===== src/rtl/pe_ctrl.sv =====
// pe_ctrl: sequencer for one matrix-PE dot product.
// Issues SRAM beats, aligns accumulator enables, hands the result out.
module pe_ctrl #(
    parameter int ADDR_W   = 10,
    parameter int LEN_W    = 10,
    parameter int PIPE_LAT = 2
) (
    input  logic              clk,
    input  logic              rst_n,
    input  logic              start,
    input  logic [ADDR_W-1:0] cfg_neuron_base,
    input  logic [ADDR_W-1:0] cfg_weight_base,
    input  logic [LEN_W-1:0]  cfg_len,
    output logic              busy,
    output logic              rd_en,
    output logic [ADDR_W-1:0] neuron_addr,
    output logic [ADDR_W-1:0] weight_addr,
    output logic              acc_en,
    output logic              acc_first,
    output logic              result_vld,
    input  logic              result_rdy,
    output logic              done
);

    typedef enum logic [1:0] {
        S_IDLE,
        S_ISSUE,
        S_DRAIN,
        S_OUT
    } state_t;

    state_t state_q, state_d;

    logic [LEN_W-1:0]  len_q, len_d;
    logic [LEN_W-1:0]  iss_q, iss_d;
    logic [LEN_W-1:0]  ret_q, ret_d;
    logic [ADDR_W-1:0] naddr_q, naddr_d;
    logic [ADDR_W-1:0] waddr_q, waddr_d;
    logic              rd_en_q, rd_en_d;
    logic              rd_fst_q, rd_fst_d;
    logic [PIPE_LAT-1:0] pv_q, pv_d;
    logic [PIPE_LAT-1:0] pf_q, pf_d;
    logic              busy_q, busy_d;
    logic              vld_q, vld_d;
    logic              done_q, done_d;
    logic              empty_st;
    logic              acc_tail;

    assign acc_tail = pv_q[PIPE_LAT-1];

    always_comb begin
        state_d  = state_q;
        len_d    = len_q;
        iss_d    = iss_q;
        ret_d    = ret_q;
        naddr_d  = naddr_q;
        waddr_d  = waddr_q;
        rd_en_d  = 1'b0;
        rd_fst_d = 1'b0;
        done_d   = 1'b0;
        empty_st = 1'b0;

        if (acc_tail) begin
            ret_d = ret_q + LEN_W'(1);
        end

        unique case (state_q)
            S_IDLE: begin
                if (start) begin
                    len_d   = cfg_len;
                    naddr_d = cfg_neuron_base;
                    waddr_d = cfg_weight_base;
                    ret_d   = '0;
                    if (cfg_len != '0) begin
                        state_d  = S_ISSUE;
                        rd_en_d  = 1'b1;
                        rd_fst_d = 1'b1;
                        iss_d    = LEN_W'(1);
                    end else begin
                        // Empty op: a lone acc_first clears the accumulator
                        state_d  = S_DRAIN;
                        empty_st = 1'b1;
                    end
                end
            end
            S_ISSUE: begin
                if (iss_q == len_q) begin
                    state_d = S_DRAIN;
                end else begin
                    rd_en_d = 1'b1;
                    naddr_d = naddr_q + ADDR_W'(1);
                    waddr_d = waddr_q + ADDR_W'(1);
                    iss_d   = iss_q + LEN_W'(1);
                end
            end
            S_DRAIN: begin
                if ((len_q == '0) ||
                    (acc_tail && (ret_q + LEN_W'(1) == len_q))) begin
                    state_d = S_OUT;
                end
            end
            S_OUT: begin
                if (vld_q && result_rdy) begin
                    state_d = S_IDLE;
                    done_d  = 1'b1;
                end
            end
            default: state_d = S_IDLE;
        endcase

        busy_d = (state_d != S_IDLE);
        vld_d  = (state_d == S_OUT);
    end

    always_comb begin
        pv_d    = '0;
        pf_d    = '0;
        pv_d[0] = rd_en_q;
        pf_d[0] = rd_fst_q;
        for (int i = 1; i < PIPE_LAT; i++) begin
            pv_d[i] = pv_q[i-1];
            pf_d[i] = pf_q[i-1];
        end
        pf_d[PIPE_LAT-1] = pf_d[PIPE_LAT-1] | empty_st;
    end

    always_ff @(posedge clk) begin
        if (!rst_n) begin
            state_q  <= S_IDLE;
            len_q    <= '0;
            iss_q    <= '0;
            ret_q    <= '0;
            naddr_q  <= '0;
            waddr_q  <= '0;
            rd_en_q  <= 1'b0;
            rd_fst_q <= 1'b0;
            pv_q     <= '0;
            pf_q     <= '0;
            busy_q   <= 1'b0;
            vld_q    <= 1'b0;
            done_q   <= 1'b0;
        end else begin
            state_q  <= state_d;
            len_q    <= len_d;
            iss_q    <= iss_d;
            ret_q    <= ret_d;
            naddr_q  <= naddr_d;
            waddr_q  <= waddr_d;
            rd_en_q  <= rd_en_d;
            rd_fst_q <= rd_fst_d;
            pv_q     <= pv_d;
            pf_q     <= pf_d;
            busy_q   <= busy_d;
            vld_q    <= vld_d;
            done_q   <= done_d;
        end
    end

    assign busy        = busy_q;
    assign rd_en       = rd_en_q;
    assign neuron_addr = naddr_q;
    assign weight_addr = waddr_q;
    assign acc_en      = pv_q[PIPE_LAT-1];
    assign acc_first   = pf_q[PIPE_LAT-1];
    assign result_vld  = vld_q;
    assign done        = done_q;

endmodule


===== config.mk =====
export PLATFORM = sky130hd
export DESIGN_NAME = pe_ctrl
export DESIGN_NICKNAME = d
export VERILOG_FILES = /design/src/rtl/pe_ctrl.sv
export SDC_FILE = /design/constraint.sdc
export NUM_CORES = 1
export LEC_CHECK = 0
export ABC_AREA = 0
export CELL_PAD_IN_SITES_DETAIL_PLACEMENT = 0
export CELL_PAD_IN_SITES_GLOBAL_PLACEMENT = 2
export CORE_ASPECT_RATIO = 1.25
export CORE_UTILIZATION = 29
export DETAILED_ROUTE_END_ITERATION = 10
export PLACE_DENSITY = 0.81
export SYNTH_ARGS = -nofsm -noshare
export SYNTH_HDL_FRONTEND = slang
export SYNTH_SLANG_ARGS = --single-unit

===== constraint.sdc =====
create_clock -name clk -period 2.15 [get_ports clk]
set_input_delay 0.43 -clock clk [delete_from_list [all_inputs] [get_ports clk]]
set_output_delay 0.43 -clock clk [all_outputs]
set_load 0.02 [all_outputs]

==> run metrics <==
Clk pin slew, worst setup/hold paths=50 ps; Post-route DRC=0; Syn-to-layout area delta=37.64%; TritonCTS buffer count=9; largest net degree at the start of global routing=30; Global Route Usage Sum=17.50%; #FFs+latches synth=61; number of synthesized flops with an enable pin=0; crit path time final=1989 ps; Max Clock Freq=just over 500 MHz; crit path DAT=2240 ps; Worst Hold End=pf_q[0]; Initial Util=29.87%; die area=0.01185 mm²; H-tree Lvls=3; Final Slew Violations=0; Setup Fix Bufs, Post-CTS=0; R2R depth=7; Total Wirelength=10.00 mm; leading cell type in the layout, fill and taps excluded=dfxtp_1; Initial DRT Pass Iterations=5; setup ws final=161.1 ps; vias in the first global route=3307; Storage cell area=0.001221 mm²; Final Cell Area=0.004557 mm²; Routed Antenna Nets=0; fin cells=624; Core Footprint=0.01108 mm²; internal reg-to-reg setup slack=200 ps; net count after synthesis=444; worst skew pair latency=330 ps; post-synth design cell area=between 0.003 and 0.004 mm²; Hold Slack=roughly 430 ps; largest area contributor in the synthesized netlist=dfxtp_1; dpl ws=-177.7 ps; Rel. slew slack=75.44%; Netlist cell types=56; initial antenna violation count=0; post-synthesis cell count=406; Hold Path Class=flip-flop to flip-flop; critical path type=input pin to flip-flop; Final Hold Vio Count=0; hold_sp=rd_fst_q; vias per inst=5.377; die height=121.5 µm; Async SR Flop Fraction=0%; post-cts resize count=0; Nets=around 520; hold_buf cts=0; most frequent cells in the layout=61 x dfxtp_1, 59 x clkdlybuf4s50_1, 52 x nand2_1, 32 x buf_4, 26 x a21oi_1; # diodes=0; CTS root buf=clkbuf_16; Num Clock Sinks=61; dpl cell area=between 0.004 and 0.005 mm²; GRT overflow=0; Setup crit end kind=flip-flop; layout cells sized above 1=11.66%; critical path launch point type=input pin; PD cells=851.0 mW/mm²; Tcrit/Tclk final=92.51%; yosys warns=0; Seq/Total Area, Yosys=36.89%; Max VDD drop=308.9 µV; routed len/inst=16.03 µm; Die Width=97.57 µm; Clock Path Buffers=2; Setup TNS=0 ps; Worst Max-Slew Pin Slew=359.1 ps; placed cells=609; status=finished clean; Setup-failing EPs final=0; largest fanout on the critical path=8; Multi-input gate area=0.001943 mm²; Max-cap violations=0; io pins=60; R2R Path Start=iss_q[4]; main flop type after synthesis=dfxtp_1; Final GP Congestion=0.8015; Cell Rows=43; hold path depth=1; Syn Area/Cell=8.154 µm²; clk_skew=8.230 ps; reg2reg end=state_q[0]; Worst EP required=2400 ps; CTS tree=built; main area contributors after synthesis=dfxtp_1 37%, nand2_1 5.9%, xnor2_1 4.8%; P_leak=1.686 nW; Fill cells=1111; Yosys top cell area share=between 30% and 40%; hpwl dp=a little over 7 mm; via count=3355; DR iter-0 viols=155; first-pass GRT wire length=16.48 mm; RSZ-0062 raised after global routing=false; IO buf count=59
-- worst max-delay path: stages --
cell and delay (ps):
clkdlybuf4s50_1 500, or3b_1 390, a31o_1 270, buf_4 190, a2111o_1 400, o21ai_1 80
-- sequential cells by signal (all words and copies together), names as in the netlist --
signal	flops
iss_q	10
pf_q	2
rd_en	1
state_q	2
rd_fst_q	1
ret_q	10
len_q	10
result_vld	1
neuron_addr	10
pv_q	2
busy	1
done	1
weight_addr	10
-- stage by stage --
step | utilization (%) | total power [mW]
after floorplan | - | 2.003
after global placement | 38.54 | 2.540
after detailed placement | 38.54 | 2.550
after CTS | 41.06 | 3.919
after global routing | 41.12 | 4.092
final | 41.12 | 3.878
-- how the worst max path moves through the flow --
stage	startpoint	endpoint	slack, ps	depth (start not counted)
floorplan	start	iss_q[4]	410	6
global placement	start	iss_q[7]	-150	6
detailed placement	cfg_len[2]	iss_q[7]	-180	6
CTS	start	iss_q[6]	160	6
global route	cfg_len[8]	iss_q[2]	30	8
finish	start	iss_q[7]	160	6
-- cell type report --
class,instances,share of cell area [%]
Clock inverter,1,0.1098
Multi-Input combinational cell,309,42.64
Tap cell,135,3.707
Inverter,9,0.7414
Clock buffer,14,6.013
Sequential cell,61,26.80
Timing Repair Buffer,95,19.99
-- cell families after synthesis --
kind of cell	after synthesis	share of synthesized area [%]
AOI/OAI and AO/OA	109	22.52
xor gates and xnor gates	26	6.878
adders and majority gates	4	1.512
buffers and inverters	36	4.799
DFF	61	36.89
muxes	6	1.852
and+or+nand+nor	164	25.55
-- power by group --
| group | leakage, nW | internal (mW) | switching, mW |
|---|---|---|---|
| registers | 0.499 | 1.25 | 0.137 |
| clock network | 0.139 | 0.865 | 0.482 |
| logic | 1.05 | 0.545 | 0.600 |
| total | 1.69 | 2.66 | 1.22 |
-- cell usage after synthesis (3+ instances only) --
cell type	n
dfxtp_1	61
nand2_1	52
a21oi_1	26
o21ai_0	22
nor2_1	21
nand3_1	19
clkbuf_1	18
xnor2_1	18
nand4_1	14
and2_1	10
nor3_1	10
a211oi_1	9
inv_1	9
xor2_1	8
a31oi_1	7
and4_1	7
buf_2	7
and3_1	6
a2111o_1	5
mux2i_1	5
nor4_1	5
or3_1	5
a311oi_1	4
ha_1	4
nand2b_1	4
o21a_1	4
a22oi_1	3
nand3b_1	3
o2111ai_1	3
o22ai_1	3
-- routing by layer --
layer	share of wire (%)	global-route usage, %
met5	0	0
met1	45	21.10
met3	2.8	3.341
met2	50	30.38
met4	2.4	7.261
Power figures use the tool's default switching activity.
==> edit, RTL diff (config.mk and constraints unchanged) <==
The 4 states of `state_t` get a one-hot encoding in 4 bits.
--- a/src/rtl/pe_ctrl.sv
+++ b/src/rtl/pe_ctrl.sv
@@ -23,9 +23,9 @@
 );
 
-    typedef enum logic [1:0] {
-        S_IDLE,
-        S_ISSUE,
-        S_DRAIN,
-        S_OUT
+    typedef enum logic [3:0] {
+        S_IDLE  = 4'b0001,
+        S_ISSUE = 4'b0010,
+        S_DRAIN = 4'b0100,
+        S_OUT   = 4'b1000
     } state_t;
 
Formal check against the unedited RTL: same outputs for any inputs over 10 cycles, from zero or initial values and one cycle with rst_n low; not proved beyond that.
==> edit against the unedited design <==
Clock power rose by 8%. First-iteration DRC count down 35%. Fmax fell by 0.87%. Sequential cell count up 2. Sequential power decreased by 3%. Design area up 3.5%. Power is 7.3% lower. Worst setup slack worse by 0.018 ns. Combinational power fell by 32%. Die area increased by 3.1%. Wire length is 0.96% lower. Global-route usage decreased by 0.19 points. Synthesized area rose by 3.2%. Largest cell class unchanged.
==> edit: results (changes against the unedited design) <==
metric	value	unit	change
detail_route.iter0.violations	101		was 155
fin_skew	0.005960	ns	was 0.008230 ns
grtUsageTotal	17.31	%	was 17.50%
detail_route.wirelength	9908	µm	was 10000 µm
min_from	pv_q[0]		was rd_fst_q
p_switching	1.032	mW	was 1.219 mW
wl_met3	353	µm	was 278 µm
placed_cell_count	640		was 609
reg2reg_to	neuron_addr[7]		was state_q[0]
leakagePower	1.807	nW	was 1.686 nW
grt_pass1_vias	3339		was 3307
worst_slew_margin	70.02	%	was 75.44%
nets	554		was 523
critical_path_class	reg2reg		was in2reg
detailroute.wirelength.met2	4955	µm	was 5009 µm
groute.layer.met2.usage	30.59	%	was 30.38%
globalplace.congestion	0.8392		was 0.8015
wl_met1	4304	µm	was 4470 µm
groute.layer.met3.usage	3.166	%	was 3.341%
synth.lib_cells_used.distinct	53		was 56
viasPerCell	5.122		was 5.377
drive_above_1_share	13.44	%	was 11.66%
nFillCells	1145		was 1111
placed_cell_area	0.004418	mm²	was 0.004272 mm²
ys_top_cells_by_count	63 x sky130_fd_sc_hd__dfxtp_1, 62 x sky130_fd_sc_hd__nor2_1, 49 x sky130_fd_sc_hd__nand2_1		was 61 x sky130_fd_sc_hd__dfxtp_1, 52 x sky130_fd_sc_hd__nand2_1, 26 x sky130_fd_sc_hd__a21oi_1
yosysSeqAreaShare	36.92	%	was 36.89%
largest_stage_delay_on_the_critical_path	0.47	ns	was 0.50 ns
outcome	completed		unchanged
## edit: changes by cell type in the layout (fill, tap and decap cells not counted), moves of 4 or more
cell	change
sky130_fd_sc_hd__mux2i_1	+8
sky130_fd_sc_hd__a211oi_1	-6
sky130_fd_sc_hd__a31oi_1	-5
sky130_fd_sc_hd__buf_4	+5
sky130_fd_sc_hd__and4_1	-4
sky130_fd_sc_hd__xnor2_1	+5
sky130_fd_sc_hd__xor2_1	+4
sky130_fd_sc_hd__o31ai_1	+4
sky130_fd_sc_hd__and2_1	-5
sky130_fd_sc_hd__a21oi_1	+6
sky130_fd_sc_hd__nor2_1	+41
sky130_fd_sc_hd__a2111o_1	-5
sky130_fd_sc_hd__nor3_1	-4
## edit: cells by family (layout without fill, tap and decap cells)
logic type / Yosys count / after routing / share of synthesized area (%)
AOI/OAI and AO/OA: 92 / 92 / 18.39
xor gates and xnor gates: 35 / 35 / 8.974
adders and majority gates: 4 / 4 / 1.465
buffers and inverters: 35 / 128 / 4.322
DFF: 63 / 63 / 36.92
muxes: 13 / 13 / 3.809
and+or+nand+nor: 186 / 186 / 26.12
## edit: power by group through the flow
stage | Clock [mW] | Combinational, mW | Sequential, mW
after global routing | 1.54 | 0.859 | 1.37
after global placement | 0 | 0.779 | 1.38
after detailed placement | 0 | 0.790 | 1.38
after floorplan | 0 | 0.375 | 1.42
final | 1.46 | 0.784 | 1.35
after CTS | 1.48 | 0.793 | 1.35
## edit: layout make-up
class	count	area (µm²)	area share (%)
inverters	12	45.04	0.9552
multi-input cells	330	2008	42.58
repair buffers	100	939.7	19.93
flip-flops and latches	63	1262	26.77
clock inverters	4	45.04	0.9552
clock buffers	12	246.5	5.227
well taps	135	168.9	3.582
